[src/rtl/if_id_stage.sv]
// IF/ID pipeline register: latches fetch output, splits RV32I fields, detects
// load-use hazards, squashes wrong-path slots after a redirect and holds on ecall.
module if_id_stage #(
    parameter int          FLUSH_SLOTS = 1,
    parameter logic [31:0] NOP_INST    = 32'h0000_0013
) (
    input  logic        clk,
    input  logic        rst,
    input  logic [31:0] if_pc,
    input  logic [31:0] if_inst,
    input  logic        redirect,
    input  logic        ex_memread,
    input  logic [4:0]  ex_rd,
    input  logic        ecall_done,
    output logic        stall,
    output logic        ecall,
    output logic        id_valid,
    output logic [31:0] id_pc,
    output logic [31:0] id_inst,
    output logic [6:0]  id_opcode,
    output logic [4:0]  id_rd,
    output logic [2:0]  id_funct3,
    output logic [4:0]  id_rs1,
    output logic [4:0]  id_rs2,
    output logic [6:0]  id_funct7,
    output logic        bubble
);

    typedef enum logic [1:0] {
        S_RUN   = 2'd0,
        S_STALL = 2'd1,
        S_FLUSH = 2'd2,
        S_HALT  = 2'd3
    } state_t;

    localparam logic [1:0]  FLUSH_INIT = 2'(FLUSH_SLOTS - 1);
    localparam logic [31:0] ECALL_INST = 32'h0000_0073;

    state_t      state_q, state_d;
    logic [1:0]  flush_cnt_q, flush_cnt_d;
    logic        valid_q, valid_d;
    logic [31:0] pc_q, pc_d;
    logic [31:0] inst_q, inst_d;
    logic        hazard;

    always_ff @(posedge clk or negedge rst) begin
        if (!rst) begin
            state_q     <= S_RUN;
            flush_cnt_q <= 2'd0;
            valid_q     <= 1'b0;
            pc_q        <= 32'd0;
            inst_q      <= NOP_INST;
        end else begin
            state_q     <= state_d;
            flush_cnt_q <= flush_cnt_d;
            valid_q     <= valid_d;
            pc_q        <= pc_d;
            inst_q      <= inst_d;
        end
    end

    // Invalid slots always present a canonical nop so downstream decode is benign.
    assign id_valid  = valid_q;
    assign id_pc     = pc_q;
    assign id_inst   = valid_q ? inst_q : NOP_INST;
    assign id_opcode = id_inst[6:0];
    assign id_rd     = id_inst[11:7];
    assign id_funct3 = id_inst[14:12];
    assign id_rs1    = id_inst[19:15];
    assign id_rs2    = id_inst[24:20];
    assign id_funct7 = id_inst[31:25];

    // rs2 is compared regardless of format; a spurious stall is harmless.
    assign hazard = valid_q && ex_memread && (ex_rd != 5'd0) &&
                    ((ex_rd == id_rs1) || (ex_rd == id_rs2));

    assign bubble = (state_q == S_RUN) && !redirect && hazard;
    assign stall  = bubble || (state_q == S_HALT);
    assign ecall  = (state_q == S_HALT);

    always_comb begin
        state_d     = state_q;
        flush_cnt_d = flush_cnt_q;
        valid_d     = valid_q;
        pc_d        = pc_q;
        inst_d      = inst_q;
        unique case (state_q)
            S_RUN, S_STALL: begin
                if (redirect) begin
                    valid_d     = 1'b0;
                    flush_cnt_d = FLUSH_INIT;
                    state_d     = (FLUSH_SLOTS > 1) ? S_FLUSH : S_RUN;
                end else if ((state_q == S_RUN) && hazard) begin
                    state_d = S_STALL;
                end else begin
                    pc_d    = if_pc;
                    inst_d  = if_inst;
                    valid_d = (if_inst != 32'd0);
                    state_d = (if_inst == ECALL_INST) ? S_HALT : S_RUN;
                end
            end
            S_FLUSH: begin
                valid_d = 1'b0;
                if (redirect) begin
                    flush_cnt_d = FLUSH_INIT;
                end else begin
                    flush_cnt_d = (flush_cnt_q == 2'd0) ? 2'd0 : flush_cnt_q - 2'd1;
                    if (flush_cnt_q <= 2'd1) state_d = S_RUN;
                end
            end
            S_HALT: begin
                // The ecall slot issues once; afterwards the pipe stays drained.
                valid_d = 1'b0;
                if (ecall_done) state_d = S_RUN;
            end
            default: state_d = S_RUN;
        endcase
    end

endmodule

[config.mk]
export PLATFORM = sky130hd
export DESIGN_NAME = if_id_stage
export DESIGN_NICKNAME = d
export VERILOG_FILES = /design/src/rtl/if_id_stage.sv
export SDC_FILE = /design/constraint.sdc
export NUM_CORES = 1
export LEC_CHECK = 0
export CAP_MARGIN = 25
export CORE_ASPECT_RATIO = 1.25
export CORE_MARGIN = 10
export CORE_UTILIZATION = 40
export DETAILED_ROUTE_END_ITERATION = 7
export PLACE_DENSITY = 0.9
export SLEW_MARGIN = 20
export SYNTH_ARGS = -nofsm -noshare
export SYNTH_HDL_FRONTEND = slang
export SYNTH_SLANG_ARGS = --single-unit
[constraint.sdc]
create_clock -name clk -period 3.48 [get_ports clk]
set_clock_uncertainty 0.15 [all_clocks]
set_input_delay 0.87 -clock clk [delete_from_list [all_inputs] [get_ports clk]]
set_output_delay 0.87 -clock clk [all_outputs]
set_load 0.02 [all_outputs]
; Word-level counts from Yosys, hierarchy flattened
; Cells that the tools add are included.
; W data, S select, Z words.
[word_totals]
ff_bits = 69
latch_bits = 0
ramBits = 0
rom_bits = 0
input_bits = 74
output_inout_bits = 100
word_cells = 54
mem_count = 0
[classes]
n_addsub = 1
n_mul = 0
div = 0
n_lt_le_gt_ge = 1
eq_ne = 11
shifts = 0
n_mux = 15
bitwise = 2
reduce_logical = 19
[ops]
columns = cell, count
row1 = $eq A32 B7 Y1 const B, 1
row2 = $mux W32, 1
row3 = $reduce_bool A32 Y1, 1
row4 = $mux W2, 9
row5 = $eq A5 B5 Y1, 2
row6 = $ne A2 B2 Y1 const B, 4
row7 = $logic_and A1 B1 Y1, 6
row8 = $pmux W2 S3, 1
row9 = $reduce_and A3 Y1, 2
row10 = $reduce_bool A5 Y1, 1
row11 = $eq A2 B2 Y1 const B, 2
row12 = $logic_not A2 Y1, 2
row13 = $pmux W2 S2, 1
row14 = $reduce_or A2 Y1, 2
row15 = $ne A3 B3 Y1 const B, 1
row16 = $eq A2 B1 Y1 const B, 1
row17 = $le A2 B1 Y1 const B, 1
row18 = $logic_or A1 B1 Y1, 2
row19 = $mux W1, 2
row20 = $not A1 Y1, 2
row21 = $pmux W1 S2, 1
row22 = $reduce_and A2 Y1, 1
row23 = $reduce_bool A2 Y1, 1
row24 = $sub A2 B1 Y2 const B, 1
row25 = $logic_not A1 Y1, 1

; Depth between registers and ports, before layout
[depth]
ltp_word = 8
mapped_depth = 7
mapped_depth_nobuf = 5

; Worst setup path after synthesis
; OpenSTA, ideal clock, no wires.
[synth_timing]
kind = in2out
start = input port ex_rd[2]
end = output port stall
t_arrival_ps = 2543
t_required_ps = 2460
setup_slack_ps = -83
cell_stages = 4
path_buffers = 0
path_cell_list = or4_1 a211oi_1 a22oi_1 o21ai_0
[synth_between]
elab_chain_len = 5
word_cells_on_any_way = 8
classes_between = 2 x eq/ne / 6 x reduce/logical
[synth_rtl]
columns = element, line
row1 = start: declaration, 13  ; input logic [4:0] ex_rd,
row2 = $eq A5 B5 Y1 / $reduce_bool A5 Y1 (equally long branches), "75, 74"
row3 = $logic_or A1 B1 Y1 / $logic_and A1 B1 Y1 (equally long branches), "75, 74"
row4 = $logic_and A1 B1 Y1 (*), 74  ; assign hazard = valid_q && ex_memread && (ex_rd != 5'd0) &&
row5 = $logic_and A1 B1 Y1 (*), 77  ; assign bubble = (state_q == S_RUN) && !redirect && hazard;
row6 = $logic_or A1 B1 Y1 (*), 78  ; assign stall = bubble || (state_q == S_HALT);
row7 = end: declaration, 15  ; output logic stall,
; Mark *: on every way between the ends. The rest lies on a longest branch, timed or not.

; Worst setup path in the final report
; Same ends and word-level chain as after synthesis.

==> impl.org <==
** Run status
- The run finished with clean final reports.

** Timing
- Setup repair after global routing left no endpoint under its margin.
- Timing would allow up to 293 MHz.
- Final setup violation count :: 0
- Final Max Tran Viols :: 0
- Dividing the final minimum period by the clock period gives 0.981.
- In this run the tightest slew margin relative to its limit is 0.465.
- Crit path setup slack, layout :: about 68 ps
- Slew at the pin closest to its max-slew limit :: 802 ps
- Min Clock Period, post-route :: approximately 3400 ps
- Number of hold-slack violations in the final timing report :: 0

** Worst setup path
- The worst register-to-register path begins at inst_q[24]$_DFFE_PN0P_.
- Delay-heaviest family, CP :: compound AO/OA/AOI/OAI gates
- Worst stage delay on the critical path :: 540 ps
- Counting cells, the worst reg-to-reg path comes to 11.
- The critical path runs through a total of 8 cells.
- The critical path contains buffers and inverters numbering 3 combined.
- Data on the critical path is required at its endpoint by roughly 2500 ps.
- The signal on the critical path passes through buf_2 -> buf_6 -> or4_4 -> o21ai_4 -> a211oi_2 -> a22oi_2 -> o21ai_2 -> buf_6.
- Critical path endpoint category :: output pin
- STA classifies the critical path startpoint as an input port.
- Reg-to-reg endpoint :: inst_q[10]$_DFFE_PN0P_
- The setup path with the least slack is of type in -> out.
- The critical path starts at ex_rd[2].
- The most critical setup path has its endpoint at stall.
- Most numerous cell on the critical path :: sky130_fd_sc_hd__buf_6
- Along the worst path, the maximum fanout reaches 3.
- On the critical path, the stage with the largest delay is an instance of sky130_fd_sc_hd__or4_4.
- Register-to-register path setup slack :: around 520 ps
- Arrival time of data at the critical path endpoint :: between 2000 and 2500 ps

** Final layout
- Antenna diode count :: 0
- Leaving out fill and tap cells, the most frequent cell in the layout is sky130_fd_sc_hd__clkdlybuf4s50_1.
- Number of filler instances in the final layout :: slightly above 600
- Most frequent cells in the layout :: 165 x sky130_fd_sc_hd__clkdlybuf4s50_1, 66 x sky130_fd_sc_hd__dfrtp_1, 60 x sky130_fd_sc_hd__mux2_2, 29 x sky130_fd_sc_hd__and2_1, 21 x sky130_fd_sc_hd__buf_4
- At the end of the flow, the number of nets in the layout was 519.
- Finished Layout Cells :: roughly 550
- Multi-input combinational cell area :: roughly 0.0014 mm^2
- Combined flip-flop and latch cell area :: ~0.0017 mm^2
- Final Cell Area :: around 0.0055 mm^2
- In the final layout, the share of cells above drive strength 1 is 0.276.
- Synth-to-layout area growth :: 59.3%

** Floorplanning
- Site row count :: 37
- Die Wd :: a little over 100 um
- For this configuration, the core starts out at a cell density of 0.413.
- The die covers 0.0127 mm^2.
- Pin placement for this block handled 174 I/O pins.
- Chip height :: around 120 um
- Floorplan Core Area :: between 0.008 and 0.009 mm^2

** Clocking
- CTS sink count :: 69
- In this run the number of H-tree levels came out at 3.
- The later pin in the worst-skew pair is clocked with a latency of ~340 ps.
- Buffers inserted during clock tree synthesis total 9.
- Clock-pin slew on the worst setup and hold paths :: around 70 ps
- Number of buffers on the longest clock path :: 2
- TritonCTS clock tree :: yes
- Clk root buf :: sky130_fd_sc_hd__clkbuf_8

** Route
- Detailed routing inserted a total of ~2700 vias.
- Routed wire length per instance :: between 15 and 20 um
- Summed over all layers, the routed wires come to 10800 um.
- For this block, the initial DRC count from the detailed router was 76.
- Number of detailed-routing iterations run before antenna repair :: 4
- Once detail routing completed, the nets flagged for antenna violations numbered 0.
- In the routed layout, each cell is associated on average with a via count of around 5.0.
- In the routed design, unresolved DRC markers number 0.

** Place
- Input/output buffers :: around 170
- Placed Instance Area :: approximately 0.005 mm^2
- Gpl congestion :: between 0.9 and 1
- Post-place setup slack :: -813 ps
- Post-detail-place hpwl :: approximately 8400 um
- The number of placed instances, taps included, is around 530.

** Synth
- Yosys mapped a number of flops with a built-in enable equal to 0.
- Synth Flop Type :: sky130_fd_sc_hd__dfrtp_1
- In the synthesized netlist the async set-or-reset flop fraction comes to 1.00.
- During synthesis, Yosys emitted a total of 0 warnings.
- Average footprint of a synthesized cell :: approximately 12 um^2
- Number of unique standard cell types used by synthesis :: 39
- FF+latch count, synth :: 69
- The number of nets handed over by synthesis was approximately 350.
- Number of standard cells after synthesis :: between 200 and 300
- The share of the Yosys chip area taken by registers is 0.505.
- In this run the cell area of the synthesized design comes to between 0.003 and 0.004 mm^2.

** Run
- Max-cap violations in this run came to 0.

** Power and ir drop
- LEAKAGE :: between 2 and 2.5 nW
- PwrDens :: ~410 mW/mm^2
- Largest voltage drop on the vdd net :: 0.425 mV

** GRT
- Largest net degree at the start of global routing :: 39
- Number of global-route vias before repair :: around 3000
- Overall routing resource usage :: 0.169
- The number of antenna violations at the first check in global routing came to 0.
- First-pass GRT wire length :: about 16000 um
- Summed over all layers, the global routing overflow is 0.

** Worst hold path
- The min-delay analysis places its worst path in the category reg -> reg.
-- how the worst min path moves through the flow --
stage,startpoint,endpoint,slack (ps),depth (start not counted)
after detailed placement,inst_q[29]$_DFFE_PN0P_,inst_q[29]$_DFFE_PN0P_,320,1
after CTS,inst_q[28]$_DFFE_PN0P_,inst_q[28]$_DFFE_PN0P_,340,1
after global routing,inst_q[28]$_DFFE_PN0P_,inst_q[28]$_DFFE_PN0P_,370,1
after global placement,inst_q[27]$_DFFE_PN0P_,inst_q[27]$_DFFE_PN0P_,310,1
final,inst_q[28]$_DFFE_PN0P_,inst_q[28]$_DFFE_PN0P_,340,1
after floorplan,inst_q[27]$_DFFE_PN0P_,inst_q[27]$_DFFE_PN0P_,300,1
-- registers in the layout (all words and copies together), names as in the netlist --
| register | flops |
|---|---|
| id_pc | 32 |
| inst_q | 32 |
| flush_cnt_q | 2 |
| state_q | 2 |
| id_valid | 1 |
-- cell families after synthesis --
group,Yosys count,share of synthesized area
multiplexers,64,0.210
buffers and inverters,48,0.101
XOR/XNOR,3,0.00767
flip-flops,69,0.505
AND/OR/NAND/NOR,70,0.123
AO/OA/AOI/OAI,25,0.0526
-- synthesized netlist by cell type, types with 5 or more instances --
| cell | number | share of area |
|---|---|---|
| sky130_fd_sc_hd__a21oi_1 | 8 | 0.012 |
| sky130_fd_sc_hd__and2_1 | 29 | 0.053 |
| sky130_fd_sc_hd__buf_4 | 32 | 0.070 |
| sky130_fd_sc_hd__buf_6 | 6 | 0.020 |
| sky130_fd_sc_hd__dfrtp_1 | 66 | 0.48 |
| sky130_fd_sc_hd__inv_1 | 5 | 0.0055 |
| sky130_fd_sc_hd__mux2_2 | 60 | 0.20 |
| sky130_fd_sc_hd__nand2_1 | 5 | 0.0055 |
| sky130_fd_sc_hd__nand2b_1 | 5 | 0.0091 |
| sky130_fd_sc_hd__nor2_1 | 7 | 0.0077 |
| sky130_fd_sc_hd__nor4_1 | 8 | 0.015 |
-- cell type report --
class,count,share of cell area
Clock buffer,9,0.0227
Clock inverter,7,0.0122
Inverter,5,0.00344
Multi-Input combinational cell,162,0.264
Sequential cell,69,0.317
Tap cell,97,0.0222
Timing Repair Buffer,198,0.359
-- power breakdown --
group / leakage, nW / switching (W) / internal [W]
Clock: 0.0987 / 0.000310 / 0.000327
Sequential: 0.812 / 0.0000471 / 0.000884
Combinational: 1.30 / 0.000302 / 0.000358
Total: 2.21 / 0.000659 / 0.00157
-- repair_timing --
item,4_1_cts,5_1_grt
setup endpoints to repair,2,2
hold endpoints to repair,0,0
gates resized for setup,31,8
buffers inserted,5,0
pin swaps,6,4
hold buffers,0,0
-- metrics by stage --
step	setup TNS (ps)	util	total power, W	hold WS [ps]
after floorplan	0	-	0.00127	300
after global placement	-6930	0.620	0.00158	312
after detailed placement	-9460	0.620	0.00160	321
after CTS	-4.59	0.654	0.00224	339
after global routing	0	0.658	0.00233	370
final	0	0.658	0.00223	335
-- metal layers --
| layer | track usage | part of all wire | routed length (um) | vias to the layer above |
|---|---|---|---|---|
| met4 | 0.0653 | 0.018 | 191 | 0 |
| met1 | 0.164 | 0.35 | 3740 | 1333 |
| met5 | 0 | 0 | 0 | - |
| met2 | 0.313 | 0.55 | 5950 | 110 |
| met3 | 0.0658 | 0.088 | 956 | 16 |
| li1 | - | - | - | 1286 |
No activity file was read; power rests on OpenSTA's default activity.
